==> src/rtl/rr_arbiter4_pkg.sv <==
// Shared types and constants for the 4-requester round-robin arbiter.
// Other files pull these in with import rr_arbiter4_pkg::*.
package rr_arbiter4_pkg;

  localparam int NUM_REQ      = 4;
  localparam int DEF_MAX_HOLD = 15;
  localparam int DEF_CNT_W    = 4;

  typedef enum logic {
    ST_IDLE = 1'b0,
    ST_BUSY = 1'b1
  } st_t;

  // One-hot (or zero) 4-bit vector to its 2-bit index; zero maps to 0.
  function automatic logic [1:0] onehot_to_idx(input logic [NUM_REQ-1:0] oh);
    return {oh[3] | oh[2], oh[3] | oh[1]};
  endfunction

endpackage

==> src/rtl/rr_arbiter4_if.sv <==
// Request/grant bundle between the requesters and the arbiter.
// The arbiter also exposes its FSM state and priority pointer for checkers.
interface rr_arbiter4_if;
  import rr_arbiter4_pkg::*;

  // req is level-sensitive and held until served; done is a one-cycle
  // end-of-transaction strobe from the current owner, looked at only while a
  // grant is held. grant/grant_valid/timeout are all registered outputs.
  logic [NUM_REQ-1:0] req;
  logic               done;
  logic [NUM_REQ-1:0] grant;
  logic               grant_valid;
  logic               timeout;
  st_t                dbg_state;
  logic [1:0]         dbg_ptr;

  modport master (
    output req,
    output done,
    input  grant,
    input  grant_valid,
    input  timeout,
    input  dbg_state,
    input  dbg_ptr
  );

  modport slave (
    input  req,
    input  done,
    output grant,
    output grant_valid,
    output timeout,
    output dbg_state,
    output dbg_ptr
  );

endinterface

==> src/rtl/rr_pick4.sv <==
// Combinational round-robin pick: first set request bit scanning from ptr
// upward with wrap 3->0. Output is one-hot or zero.
module rr_pick4 (
  input  logic [3:0] req,
  input  logic [1:0] ptr,
  output logic [3:0] onehot
);

  logic [7:0] req2;
  logic [7:0] sel2;
  logic [3:0] rot;
  logic [3:0] sel;
  logic [2:0] back_base;

  // Rotate so requester ptr lands at bit 0, take the lowest set bit, then
  // rotate the single-bit result back into requester positions.
  always_comb begin
    req2      = {req, req};
    rot       = req2[ptr +: 4];
    sel       = rot & (~rot + 4'd1);
    sel2      = {sel, sel};
    back_base = 3'd4 - {1'b0, ptr};
    onehot    = sel2[back_base +: 4];
  end

endmodule

==> src/rtl/rr_arbiter4.sv <==
// Round-robin arbiter for 4 requesters with a registered one-hot grant,
// a rotating priority pointer and a hold timer that force-releases a stuck owner.
module rr_arbiter4
  import rr_arbiter4_pkg::*;
#(
  parameter int MAX_HOLD = DEF_MAX_HOLD,
  parameter int CNT_W    = DEF_CNT_W
) (
  input  logic          clk,
  input  logic          rst,
  rr_arbiter4_if.slave  bus
);

  st_t                state,    state_nxt;
  logic [1:0]         ptr,      ptr_nxt;
  logic [CNT_W-1:0]   hold_cnt, hold_nxt;
  logic [NUM_REQ-1:0] grant_q,  grant_nxt;
  logic               gv_q;
  logic               timeout_q, timeout_nxt;
  logic [NUM_REQ-1:0] pick;
  logic               owner_req;
  logic               at_limit;

  rr_pick4 u_pick (
    .req    (bus.req),
    .ptr    (ptr),
    .onehot (pick)
  );

  assign owner_req = |(bus.req & grant_q);
  assign at_limit  = (hold_cnt == CNT_W'(MAX_HOLD - 1));

  // Exit checks in BUSY are prioritised: done, then withdrawal, then the
  // hold limit. Only the last one raises timeout, so done on the limit
  // cycle is an ordinary release.
  always_comb begin
    state_nxt   = state;
    ptr_nxt     = ptr;
    hold_nxt    = hold_cnt;
    grant_nxt   = grant_q;
    timeout_nxt = 1'b0;
    case (state)
      ST_IDLE: begin
        grant_nxt = '0;
        if (|bus.req) begin
          grant_nxt = pick;
          hold_nxt  = '0;
          state_nxt = ST_BUSY;
        end
      end
      ST_BUSY: begin
        if (bus.done || !owner_req || at_limit) begin
          grant_nxt   = '0;
          ptr_nxt     = onehot_to_idx(grant_q) + 2'd1;
          hold_nxt    = '0;
          state_nxt   = ST_IDLE;
          timeout_nxt = !bus.done && owner_req && at_limit;
        end else begin
          hold_nxt = hold_cnt + CNT_W'(1);
        end
      end
      default: begin
        grant_nxt = '0;
        hold_nxt  = '0;
        state_nxt = ST_IDLE;
      end
    endcase
  end

  always_ff @(posedge clk) begin
    if (rst) begin
      state     <= ST_IDLE;
      ptr       <= 2'd0;
      hold_cnt  <= '0;
      grant_q   <= '0;
      gv_q      <= 1'b0;
      timeout_q <= 1'b0;
    end else begin
      state     <= state_nxt;
      ptr       <= ptr_nxt;
      hold_cnt  <= hold_nxt;
      grant_q   <= grant_nxt;
      gv_q      <= |grant_nxt;
      timeout_q <= timeout_nxt;
    end
  end

  assign bus.grant       = grant_q;
  assign bus.grant_valid = gv_q;
  assign bus.timeout     = timeout_q;
  assign bus.dbg_state   = state;
  assign bus.dbg_ptr     = ptr;

  a_grant_onehot0: assert property (@(posedge clk) $onehot0(grant_q));
  a_gv_matches:    assert property (@(posedge clk) gv_q == (|grant_q));

endmodule

==> src/flat_wrapper.sv <==
// flat-port wrapper written by rule: the top's interface ports become plain ports
module rr_arbiter4_flat import rr_arbiter4_pkg::*;
#(
  parameter int MAX_HOLD = DEF_MAX_HOLD,
  parameter int CNT_W    = DEF_CNT_W
)
  (clk, rst, bus_req, bus_done, bus_grant, bus_grant_valid, bus_timeout, bus_dbg_state, bus_dbg_ptr);
  rr_arbiter4_if bus_i ();
  input  logic clk;
  input  logic rst;
  input wire logic [$bits(bus_i.req)-1:0] bus_req;
  input wire logic [$bits(bus_i.done)-1:0] bus_done;
  output wire logic [$bits(bus_i.grant)-1:0] bus_grant;
  output wire logic [$bits(bus_i.grant_valid)-1:0] bus_grant_valid;
  output wire logic [$bits(bus_i.timeout)-1:0] bus_timeout;
  output wire logic [$bits(bus_i.dbg_state)-1:0] bus_dbg_state;
  output wire logic [$bits(bus_i.dbg_ptr)-1:0] bus_dbg_ptr;
  assign bus_i.req = bus_req;
  assign bus_i.done = bus_done;
  assign bus_grant = bus_i.grant;
  assign bus_grant_valid = bus_i.grant_valid;
  assign bus_timeout = bus_i.timeout;
  assign bus_dbg_state = bus_i.dbg_state;
  assign bus_dbg_ptr = bus_i.dbg_ptr;
  rr_arbiter4 #(.MAX_HOLD(MAX_HOLD), .CNT_W(CNT_W)) u_core (.clk(clk), .rst(rst), .bus(bus_i));
endmodule
==> config.mk <==
export PLATFORM = sky130hd
export DESIGN_NAME = rr_arbiter4_flat
export DESIGN_NICKNAME = d
export VERILOG_FILES = /design/src/rtl/rr_arbiter4_pkg.sv /design/src/rtl/rr_arbiter4_if.sv /design/src/rtl/rr_pick4.sv /design/src/rtl/rr_arbiter4.sv /design/src/flat_wrapper.sv
export SDC_FILE = /design/constraint.sdc
export NUM_CORES = 1
export LEC_CHECK = 0
export BUFFER_PORTS_ARGS = -buffer_cell sky130_fd_sc_hd__buf_2
export CORE_MARGIN = 4
export CORE_UTILIZATION = 53
export CTS_CLUSTER_SIZE = 40
export DETAILED_ROUTE_END_ITERATION = 16
export MAX_ROUTING_LAYER = met4
export PLACE_DENSITY = 0.77
export SETUP_SLACK_MARGIN = 0.4
export SLEW_MARGIN = 40
export SYNTH_ARGS = -nofsm -noshare
export SYNTH_HDL_FRONTEND = slang
export SYNTH_SLANG_ARGS = --single-unit
==> constraint.sdc <==
create_clock -name clk -period 2 [get_ports clk]
set_input_delay 0.1 -clock clk [delete_from_list [all_inputs] [get_ports clk]]
set_output_delay 0.1 -clock clk [all_outputs]
set_load 0.05 [all_outputs]
==> flow_metrics.tcl <==
set metrics [dict create \
    syn2layout_area_growth_pct 24.1 \
    rows 14 \
    start_kind "register" \
    hold_path_class "in2reg" \
    finalSetupViolCount 0 \
    dp_cells 125 \
    cts_buffer_depth 2 \
    timing.final.crit_share_pct 79.7 \
    leakage_nw 0.411 \
    vias 821 \
    seqPwrFrac_pct 43.7 \
    htreeDepth 1 \
    cts_hold_buf 0 \
    port_buffers 15 \
    fp.dieArea_um2 2340 \
    hold_viol_final 0 \
    maxSlewViolCount 0 \
    relSlewSlack_pct 69.5 \
    rsz0062_at_grt "yes" \
    syn_inst 99 \
    intPower_mw 0.433 \
    cts_sinks 13 \
    ios 16 \
    synth_seq_cells 13 \
    worst_slack_ns 0.407 \
    synth.net_count 109 \
    synthTopCellsByCount "dfxtp_1, nor2_1, a21oi_1" \
    drv_cap 0 \
    die_w_um 48.4 \
    async_flop_share_pct 0 \
    drt_iter0_markers 18 \
    grt_pass1_wl_um 3570 \
    slowest_stage "dfxtp_2" \
    clk_pin_slew_ns 0.08 \
    wl_met1_um 945 \
    finalNonFillerCells 133 \
    synth_cell_types 42 \
    yosys_warnings 0 \
    setup_tns_ns 0 \
    grt_antenna_before_repair 0 \
    post-synth-top-count-cell "dfxtp_1" \
    grt_pass1_vias 787 \
    grt_overflow 0 \
    gp_routability_congestion 0.887 \
    top_layer_used "met4" \
    root_buffer "clkbuf_4" \
    diodes 0 \
    crit_type "reg2reg" \
    fp.dieH_um 48.4 \
    post-place-ws_ns 0.231 \
    start_util_pct 56.7 \
    cellPowerDensity_nw_per_um2 638 \
    crit_path_cell_trace "inv_1, ha_1, and3_4, a211oi_4, o31a_1, a221oi_1, a41oi_2" \
    synth.top_cells.by_area "dfxtp_1, nor2_1, mux2i_1, a22oi_1, ha_1" \
    fmax_mhz 628 \
    viasPerCell 6.17 \
    wl_met2_um 1060 \
    fillers 111 \
    p_sw_mw 0.250 \
    fin_crit_ns 1.59 \
    synth-edff-count 0 \
    switching_share_pct 36.6 \
    cts_tree "yes" \
    cp.arrival_ns 1.80 \
    seq_area_um2 275 \
    cp_max_fo 4 \
    ys_seq_area_share_pct 30.1 \
    multi_input_area_um2 614 \
    wl_met3_um 103 \
    grt_max_degree 14 \
    drcViolationCount 0 \
    routed_wl_um 2130 \
    syn_area_per_cell_um2 8.72 \
    yosysTopAreaCellShare_pct 30.1 \
    p_clk_share_pct 24.0 \
    ant_nets 0 \
    power_frac_comb_pct 32.3 \
    max_stage_delay_ns 0.33 \
    yosys.area.top_type "dfxtp_1" \
    ys.flop_type "dfxtp_1" \
    cts_made_buffers 3 \
    tightestPinTransition_ns 0.454 \
    end_kind "register" \
    track_usage_pct 18.8 \
    peakVddDrop_mv 0.556 \
    clock_skew_ns 0.00401 \
    status "finished clean" \
    coreArea_um2 1520 \
    layout-drive-gt1-share_pct 42.7 \
    clk_latency_ns 0.27 \
    syn_area_um2 863 \
    nNetsFinal 128 \
    detail_route.wl_per_cell_um 16.0 \
    crit_required_ns 2.20 \
    first_pass_iters 6 \
]
cells by family after synthesis:
group / synth area share, %
buf+inv: 6.09
xor+xnor: 2.03
fa+ha+maj: 4.35
simple gates: 28.0
flops: 30.1
mux: 7.25
compound gates: 22.2
registers in the layout (all words and copies together) (netlist names):
signal / flops
u_core.bus.grant: 4
u_core.hold_cnt: 4
u_core.bus.dbg_ptr: 2
u_core.bus.dbg_state: 1
u_core.bus.grant_valid: 1
u_core.bus.timeout: 1
power groups by stage:
stage	clock, mW	sequential (mW)	combinational (mW)
2_1_floorplan	0	0.350	0.116
3_3_place_gp	0	0.304	0.200
3_5_place_dp	0	0.304	0.203
4_1_cts	0.167	0.296	0.212
5_1_grt	0.184	0.302	0.238
6_report	0.164	0.298	0.220
cells in the final DEF (no fill, tap or decap), drive strengths merged, types with 2 or more instances in the layout:
master,count
nor3,3
nand2,3
mux2i,4
a21oi,7
nor3b,2
xnor2,2
nor2,11
nor4,2
nand3b,2
nor2b,4
o21ai,2
nor4b,2
inv,5
ha,3
a22oi,6
clkbuf,4
buf,20
nand3,3
dfxtp,13
layout make-up:
class,count,area share [%]
Clock buffer,4,2.45
Inverter,5,1.75
Multi-Input combinational cell,75,57.4
Sequential cell,13,25.7
Tap cell,16,1.87
Timing Repair Buffer,20,10.9
worst max-delay path, delay by kind of cell (launching register included):
kind | cells | cell delay [ns]
AO/OA/AOI/OAI | 4 | 0.72
flip-flops | 1 | 0.33
AND/OR/NAND/NOR | 1 | 0.20
buffers and inverters | 1 | 0.05
adder cells (fa/ha/maj) | 1 | 0.22
worst paths after layout:
check,startpoint,end,slack [ns],depth (start not counted)
max,u_core.hold_cnt[0]$_SDFFE_PP0P_,u_core.bus.grant_valid$_SDFF_PP0_,0.41,7
min,rst,u_core.hold_cnt[0]$_SDFFE_PP0P_,0.16,2
min reg2reg,u_core.bus.grant[1]$_SDFF_PP0_,u_core.bus.grant[1]$_SDFF_PP0_,0.51,2
max reg2reg,u_core.hold_cnt[0]$_SDFFE_PP0P_,u_core.bus.grant_valid$_SDFF_PP0_,0.41,7
stage by stage:
stage | util, % | power (mW) | hold WS (ns) | instance area [um^2]
after floorplan | - | 0.467 | 0.172 | 911
after global routing | 70.3 | 0.724 | 0.156 | 1070
after detailed placement | 64.1 | 0.507 | 0.443 | 977
after global placement | 64.1 | 0.504 | 0.425 | 977
after CTS | 68.4 | 0.675 | 0.159 | 1040
final | 70.3 | 0.683 | 0.155 | 1070
per-layer routing:
metal  vias to the layer above  GRT usage [%]
li1                        405              -
met2                        19           27.2
met5                         -              -
met3                         4           3.37
met1                       393           25.3
met4                         0           8.76
timing repair:
item	in CTS	in global routing
setup buffers	4	0
pin swaps	1	5
setup endpoints to repair	6	7
resized for setup	3	6
No activity file was read; power rests on OpenSTA's default activity.
